`config.mk`:
```
export PLATFORM = sky130hd
export DESIGN_NAME = icb_wdt
export DESIGN_NICKNAME = d
export VERILOG_FILES = /design/src/rtl/icb_wdt.sv
export SDC_FILE = /design/constraint.sdc
export NUM_CORES = 1
export LEC_CHECK = 0
export ABC_AREA = 0
export ABC_CLOCK_PERIOD_IN_PS = 3360
export CORE_MARGIN = 2
export CORE_UTILIZATION = 50
export CTS_CLUSTER_DIAMETER = 200
export DETAILED_ROUTE_END_ITERATION = 10
export MAX_ROUTING_LAYER = met4
export PLACE_DENSITY = 0.77
export SLEW_MARGIN = 25
export SYNTH_ARGS = -nofsm -noshare
export SYNTH_HDL_FRONTEND = slang
export SYNTH_SLANG_ARGS = --single-unit
```
`constraint.sdc`:
```
create_clock -name clk -period 3.36 [get_ports clk]
set_input_delay 0.504 -clock clk [delete_from_list [all_inputs] [get_ports clk]]
set_output_delay 0.504 -clock clk [all_outputs]
set_load 0.005 [all_outputs]
```
`src/rtl/icb_wdt.sv`:
```
`default_nettype none
// ----------------------------------------------------------------------------
// icb_wdt : ICB-mapped watchdog. It raises an IRQ on the first timeout and
//           pulses a reset request on the second consecutive timeout.
// Revision: 1.0
// ----------------------------------------------------------------------------
module icb_wdt #(
   parameter int unsigned CLK_DIV       = 1,
   parameter int unsigned RST_PULSE_CYC = 16,
   parameter logic [31:0] FEED_KEY      = 32'h5A5AA5A5
) (
   input  logic        clk,
   input  logic        rst_n,
   input  logic        wdt_icb_cmd_valid,
   output logic        wdt_icb_cmd_ready,
   input  logic [31:0] wdt_icb_cmd_addr,
   input  logic        wdt_icb_cmd_read,
   input  logic [31:0] wdt_icb_cmd_wdata,
   input  logic [3:0]  wdt_icb_cmd_wmask,
   output logic        wdt_icb_rsp_valid,
   input  logic        wdt_icb_rsp_ready,
   output logic        wdt_icb_rsp_err,
   output logic [31:0] wdt_icb_rsp_rdata,
   output logic        irq_wdt,
   output logic        wdt_rst_en
);

   typedef enum logic [1:0] {
      ST_IDLE  = 2'd0,
      ST_COUNT = 2'd1,
      ST_WARN  = 2'd2,
      ST_BITE  = 2'd3
   } state_e;

   localparam int unsigned      PRE_W    = (CLK_DIV > 1) ? $clog2(CLK_DIV) : 1;
   localparam int unsigned      PC_W     = (RST_PULSE_CYC > 1) ? $clog2(RST_PULSE_CYC) : 1;
   localparam logic [PRE_W-1:0] PRE_LAST = PRE_W'(CLK_DIV - 1);
   localparam logic [PC_W-1:0]  PC_LAST  = PC_W'(RST_PULSE_CYC - 1);

   logic [7:0]       off;
   logic             addr_ok, cmd_acc, wr_acc, key_ok, feed_wr, feed;
   logic             stat_wr, ctrl_wr, load_wr, running, tick, irq_set;
   logic [3:0]       ctrl_wval;
   logic [31:0]      rd_mux;
   logic             unused_addr_hi;

   state_e           state_q, state_d;
   logic [3:0]       ctrl_q, ctrl_d;
   logic [31:0]      load_q, load_d, cnt_q, cnt_d;
   logic [PRE_W-1:0] pre_q, pre_d;
   logic [PC_W-1:0]  pc_q, pc_d;
   logic             irq_q, irq_d, badkey_q, badkey_d;
   logic             rsp_valid_q, rsp_valid_d, rsp_err_q, rsp_err_d;
   logic [31:0]      rsp_rdata_q, rsp_rdata_d;

   assign unused_addr_hi    = ^wdt_icb_cmd_addr[31:8];
   assign off               = wdt_icb_cmd_addr[7:0];
   assign addr_ok           = (off[1:0] == 2'b00) && (off <= 8'h10);
   assign wdt_icb_cmd_ready = ~rsp_valid_q | wdt_icb_rsp_ready;
   assign cmd_acc           = wdt_icb_cmd_valid & wdt_icb_cmd_ready;
   assign wr_acc            = cmd_acc & ~wdt_icb_cmd_read & addr_ok;
   assign key_ok            = (wdt_icb_cmd_wmask == 4'hF) && (wdt_icb_cmd_wdata == FEED_KEY);
   assign running           = (state_q == ST_COUNT) || (state_q == ST_WARN);
   assign feed_wr           = wr_acc && (off == 8'h0C);
   assign feed              = feed_wr & key_ok & running;
   assign stat_wr           = wr_acc && (off == 8'h10) && wdt_icb_cmd_wmask[0];
   assign ctrl_wr           = wr_acc && (off == 8'h00) && wdt_icb_cmd_wmask[0] && !ctrl_q[3]
                              && (state_q != ST_BITE);
   assign load_wr           = wr_acc && (off == 8'h04) && !ctrl_q[3];
   assign tick              = (pre_q == PRE_LAST);
   // LOCK is sticky: once set, a write can never clear it.
   assign ctrl_wval         = ctrl_wr ? {ctrl_q[3] | wdt_icb_cmd_wdata[3], wdt_icb_cmd_wdata[2:0]}
                                      : ctrl_q;

   always_comb begin
      rd_mux = 32'd0;
      case (off)
         8'h00:   rd_mux = {28'd0, ctrl_q};
         8'h04:   rd_mux = load_q;
         8'h08:   rd_mux = cnt_q;
         8'h10:   rd_mux = {28'd0, state_q, badkey_q, irq_q};
         default: rd_mux = 32'd0;
      endcase
   end

   always_comb begin
      rsp_valid_d = rsp_valid_q;
      rsp_err_d   = rsp_err_q;
      rsp_rdata_d = rsp_rdata_q;
      load_d      = load_q;
      if (cmd_acc) begin
         rsp_valid_d = 1'b1;
         rsp_err_d   = ~addr_ok;
         rsp_rdata_d = (wdt_icb_cmd_read && addr_ok) ? rd_mux : 32'd0;
      end else if (wdt_icb_rsp_ready) begin
         rsp_valid_d = 1'b0;
      end
      if (load_wr) begin
         for (int b = 0; b < 4; b++) begin
            if (wdt_icb_cmd_wmask[b]) load_d[8*b +: 8] = wdt_icb_cmd_wdata[8*b +: 8];
         end
      end
      badkey_d = (badkey_q & ~(stat_wr & wdt_icb_cmd_wdata[1])) | (feed_wr & ~key_ok);
      irq_d    = (irq_q & ~(stat_wr & wdt_icb_cmd_wdata[0])) | irq_set;
   end

   always_comb begin
      state_d = state_q;
      ctrl_d  = ctrl_wval;
      cnt_d   = cnt_q;
      pre_d   = pre_q;
      pc_d    = pc_q;
      irq_set = 1'b0;
      case (state_q)
         ST_IDLE: begin
            pre_d = '0;
            pc_d  = '0;
            if (ctrl_wval[0] && !ctrl_q[0]) begin
               state_d = ST_COUNT;
               cnt_d   = load_q;
            end
         end
         ST_COUNT, ST_WARN: begin
            pre_d = tick ? '0 : pre_q + 1'b1;
            // Priority order: disable, then feed, then timeout.
            if (!ctrl_wval[0]) begin
               state_d = ST_IDLE;
               pre_d   = '0;
            end else if (feed) begin
               state_d = ST_COUNT;
               cnt_d   = load_q;
               pre_d   = '0;
            end else if (tick) begin
               if (cnt_q != 32'd0) begin
                  cnt_d = cnt_q - 32'd1;
               end else if ((state_q == ST_WARN) && ctrl_wval[2]) begin
                  state_d = ST_BITE;
                  pc_d    = '0;
               end else begin
                  state_d = ST_WARN;
                  irq_set = 1'b1;
                  cnt_d   = load_q;
               end
            end
         end
         ST_BITE: begin
            pre_d = '0;
            if (pc_q == PC_LAST) begin
               state_d   = ST_IDLE;
               ctrl_d[0] = 1'b0;
               pc_d      = '0;
            end else begin
               pc_d = pc_q + 1'b1;
            end
         end
         default: state_d = ST_IDLE;
      endcase
   end

   always_ff @(posedge clk or negedge rst_n) begin
      if (!rst_n) begin
         state_q     <= ST_IDLE;
         ctrl_q      <= 4'd0;
         load_q      <= 32'd0;
         cnt_q       <= 32'd0;
         pre_q       <= '0;
         pc_q        <= '0;
         irq_q       <= 1'b0;
         badkey_q    <= 1'b0;
         rsp_valid_q <= 1'b0;
         rsp_err_q   <= 1'b0;
         rsp_rdata_q <= 32'd0;
      end else begin
         state_q     <= state_d;
         ctrl_q      <= ctrl_d;
         load_q      <= load_d;
         cnt_q       <= cnt_d;
         pre_q       <= pre_d;
         pc_q        <= pc_d;
         irq_q       <= irq_d;
         badkey_q    <= badkey_d;
         rsp_valid_q <= rsp_valid_d;
         rsp_err_q   <= rsp_err_d;
         rsp_rdata_q <= rsp_rdata_d;
      end
   end

   assign wdt_icb_rsp_valid = rsp_valid_q;
   assign wdt_icb_rsp_err   = rsp_err_q;
   assign wdt_icb_rsp_rdata = rsp_rdata_q;
   assign irq_wdt           = irq_q & ctrl_q[1];
   assign wdt_rst_en        = (state_q == ST_BITE);

endmodule
`default_nettype wire

```
Word-level counts from Yosys, hierarchy flattened. Index checks and enable logic that the tools add are counted. W data, S select, Z words.

$add $sub $neg: 3. $mul: 0. Div/mod/pow operators: 0. Order comparisons: 1. Equal/unequal tests: 22. Shift-type cells: 0. Muxes and demuxes: 39. Bitwise logic cells: 21. Reductions and logical operators: 32.

Operator list (number): $mux W32 (7); $pmux W32 S4 (1); $pmux W32 S2 (1); $eq A32 B31 Y1 const B (1); $reduce_bool A32 Y1 (1); $sub A32 B1 Y32 const B (1); $mux W4 (6); $eq A8 B4 Y1 const B (2); $logic_and A1 B1 Y1 (14); $mux W1 (14); $ne A2 B2 Y1 const B (7); $mux W2 (6); $ne A4 B4 Y1 const B (3); $pmux W4 S3 (1); $and A1 B1 Y1 (11); $reduce_and A5 Y1 (2); $eq A4 B4 Y1 const B (2); $eq A8 B3 Y1 const B (1); $eq A8 B5 Y1 const B (1); $le A8 B5 Y1 const B (1); $logic_not A8 Y1 (1); $reduce_and A2 Y1 (4); $not A1 Y1 (6); $pmux W2 S3 (1); 15 further kinds (23).

Register bits: 111. Bits in latches: 0. Memory bits (writable): 0. ROM bits: 0. Input bits: 73. Output and inout port bits: 37. Memories kept: 0.

Longest topological paths before layout.
Depth in word-level cells: 18. Mapped depth: 11. Gate-level depth less buffers: 9.

Worst setup path before layout. OpenSTA, ideal clock, no wires.

Path kind: register -> register. Start point: register cnt_q[0]. End point: register state_q[0]. Setup time: 128 ps. Arrival time: 2422 ps. Required time: 3232 ps. Setup slack: 810 ps. Cell stages (with the launch flop): 10. Buffers on the path: 0. Clock period less this slack: 2550 ps. Cells stage by stage: dfrtp_1 -> inv_1 -> ha_1 -> or4b_1 -> nor3_1 -> and4_4 -> a211oi_2 -> or3_1 -> a32oi_2 -> mux2_1.

Word-level cells in the longest chain between the ends: 3.

RTL lines: start: declaration (line 49) `logic [31:0] load_q, load_d, cnt_q, cnt_d;`; start signal: assignment (line 177) `cnt_q <= cnt_d;`; $reduce_bool A32 Y1 (line 134) `if (cnt_q != 32'd0) begin`; $ne A4 B4 Y1 (no source line); $reduce_and A4 Y1 (no source line); end signal: assignment (line 174) `state_q <= state_d;`; end: declaration (line 47) `state_e state_q, state_d;`.

Every way passes these cells. A chain may end at the register's enable or synchronous reset.

Final worst setup path.
Start point: register cnt_q[0]. End point: register cnt_q[18].

Word-level cells in the longest chain between the ends: 6.

RTL lines: $sub A32 B1 Y32 or $reduce_bool A32 Y1 (tied branches) (line 135, 134); $mux W32 (line 134); $mux W32 (line 133) `end else if (tick) begin`; $mux W32 (line 129) `end else if (feed) begin`; $mux W32 (line 126) `if (!ctrl_wval[0]) begin`; $pmux W32 S2 (line 114) `case (state_q)`.

Parallel ways exist; a longest one is shown, timed or not. The select of a mux whose other input is x is not followed.

==> results.json <==
{
  "status": "finished, final reports clean",
  "crit_type": "reg -> reg",
  "root_buffer": "clkbuf_16",
  "layout_commonest_cell": "dfrtp_1",
  "gr-usage-all-layers_pct": 26.3,
  "hold_ws_ns": 0.0319,
  "first_pass_iters": 5,
  "ys_warn_count": 0,
  "path_common_cell": "o21ai_1",
  "start_util_pct": 50.6,
  "antenna_found_initial": 0,
  "wirelength_um": 15200,
  "syn-instance-count": 595,
  "avgSynthCellArea_um2": 9.58,
  "async_flop_share_pct": 100,
  "cp-endpoint": "cnt_q[18]$_DFFE_PN0P_",
  "die_h_um": 111,
  "syn-num-nets": 674,
  "worst_ep_arrival_time_ns": 3.23,
  "cts_buffer_depth": 2,
  "synthTopCellsByArea": "dfrtp_1 (48%), o21ai_0 (6.5%), mux2_2 (6.1%)",
  "cpPeakStageDelay_ns": 0.63,
  "drtAntennaViolNets": 0,
  "die-area_mm2": 0.0123,
  "cp-start-kind": "register",
  "clk_latency_ns": 0.36,
  "final_cell_mix": "dfrtp_1 (110), clkdlybuf4s50_1 (84), o21ai_0 (74)",
  "io_pins": 110,
  "portBuffers": 85,
  "cts_tree": "yes",
  "cts_resized": 0,
  "final_layout_size_suffix_gt1_share_pct": 11.4,
  "cp-startpoint": "cnt_q[0]$_DFFE_PN0P_",
  "drc_errors": 0,
  "ys_seq_elements": 110,
  "min_period_ns": 2.99,
  "synth-edff-count": 0,
  "drv_slew": 0,
  "dominantRegCellSynth": "dfrtp_1",
  "wire_per_inst_um": 18.4,
  "yosys.area.top_type_share_pct": 48.3,
  "r2r_start": "cnt_q[0]$_DFFE_PN0P_",
  "rsz0062_at_grt": "false",
  "drv_cap": 0,
  "total_power_mw": 3.04,
  "cts_hold_buf": 0,
  "dp_hpwl_um": 10700,
  "powerDensity_mw_per_mm2": 433,
  "grt_overflow": 0,
  "reg2reg_to": "cnt_q[18]$_DFFE_PN0P_",
  "cts_setup_buffers": 0,
  "place_congestion": 0.891,
  "clock-sinks": 110,
  "rows": 39,
  "placed_area_mm2": 0.00676,
  "yosysSeqAreaShare_pct": 48.3,
  "area_growth_pct": 23.2,
  "n_antenna_cell": 0,
  "finalSetupViolations": 0,
  "stdcell_area_mm2": 0.00703,
  "yosys.cell_types.count": 59,
  "ff2ff_path_depth": 9,
  "fin_tns_setup_ns": 0,
  "first_global_vias": 5045,
  "fmax_mhz": 335,
  "hold_viol_final": 0,
  "critPathMaxFanout": 8,
  "synth_area_leader_cell": "dfrtp_1",
  "grt_pass1_wl_um": 25200,
  "numCtsBuffers": 9,
  "worstMarginPinSlew_ns": 0.595,
  "fillers": 957,
  "path_cells": "inv_1 > ha_1 > or4b_1 > or4_1 > or3_1 > nor3_1 > nor2_1 > o21ai_1 > o21ai_1",
  "p_leak_nw": 3.00,
  "layout.nets": 757,
  "crit_slowest_cell": "or4b_1",
  "regToRegSetupSlack_ns": 0.37,
  "ir_drop_v": 0.000323,
  "hp-class": "in -> async",
  "grt_max_degree": 91,
  "drtIter0Drc": 353,
  "syn_area_mm2": 0.00570,
  "worst_setup_path_end_kind": "register",
  "die_w_um": 111,
  "clk_pin_slew_ns": 0.07,
  "finClkSkew_ns": 0.00976,
  "core_mm2": 0.0113,
  "relSlewSlack_pct": 59.9,
  "vias_per_cell": 6.11,
  "vias": 5041,
  "required_ns": 3.60,
  "htreeDepth": 3,
  "min_period_over_period_pct": 89.0
}
==> final cells by class <==
class,instances,area (um2),share of cell area (%)
Sequential cell,110,2750,39.2
Tap cell,143,179,2.55
Clock buffer,12,246,3.51
Clock inverter,3,21.3,0.303
Multi-Input combinational cell,437,2760,39.2
Timing Repair Buffer,106,1020,14.5
Inverter,14,52.6,0.748
==> where the power goes <==
part | total, mW | switching [mW] | internal [mW] | leakage [nW]
clock network | 0.994 | 0.474 | 0.520 | 0.129
logic | 0.637 | 0.401 | 0.236 | 1.38
registers | 1.41 | 0.0499 | 1.36 | 1.49
==> Yosys cell counts, types with 6 or more instances <==
cell      number
a21oi_1       35
inv_1         14
o21ai_0       74
ha_1           6
nand2_1       62
nor2_1        36
nand4_1        8
a22oi_1       33
nor3_1        19
nor4_1        10
buf_2         10
or3_1         12
clkbuf_1      24
mux2_2        31
dfrtp_1      110
a21o_1         8
nand3_1       15
==> worst min-delay path by stage <==
stage | slack, ns | endpoint
2_1_floorplan | 0.21 | badkey_q$_DFF_PN0_
3_3_place_gp | 0.40 | wdt_icb_rsp_rdata[16]$_DFFE_PN0N_
4_1_cts | 0.03 | wdt_icb_rsp_rdata[17]$_DFFE_PN0N_
3_5_place_dp | 0.41 | wdt_icb_rsp_rdata[16]$_DFFE_PN0N_
5_1_grt | 0.04 | wdt_icb_rsp_rdata[17]$_DFFE_PN0N_
6_report | 0.03 | wdt_icb_rsp_rdata[17]$_DFFE_PN0N_
==> sequential cells by signal (all words and copies together) (netlist names) <==
name and flops:
badkey_q 1, cnt_q 32, ctrl_q 4, irq_q 1, load_q 32, pc_q 4, state_q 2, wdt_icb_rsp_err 1
wdt_icb_rsp_rdata 32, wdt_icb_rsp_valid 1
==> cells by family after synthesis <==
family | Yosys count | synth area share [%]
AO/OA/AOI/OAI | 189 | 20.5
AND/OR/NAND/NOR | 206 | 19.5
adder cells (fa/ha/maj) | 6 | 1.32
multiplexers | 36 | 7.06
flip-flops | 110 | 48.3
buffers and inverters | 48 | 3.38
==> metrics by stage <==
stage	util (%)	setup slack, ns	std cells
after global routing	62.3	0.208	825
after global placement	60.0	0.296	810
after detailed placement	60.0	0.269	810
after CTS	62.3	0.398	825
final	62.3	0.371	825
after floorplan	-	0.810	595
==> critical path, delay by kind of cell (launching register included) <==
family	cells	cell delay (ns)
AOI/OAI and AO/OA	2	0.21
buffers and inverters	1	0.14
and+or+nand+nor	5	1.85
adders and majority gates	1	0.24
DFF	1	0.43
==> metal layers <==
metal	share of wire (%)	GRT usage, %	vias up	routed length, um
li1	-	-	2366	-
met1	42	31.9	2486	6340
met2	50	43.8	155	7610
met3	5.3	5.19	34	807
met4	2.9	10.3	0	448
met5	0	-	-	0
Power figures use the tool's default switching activity.
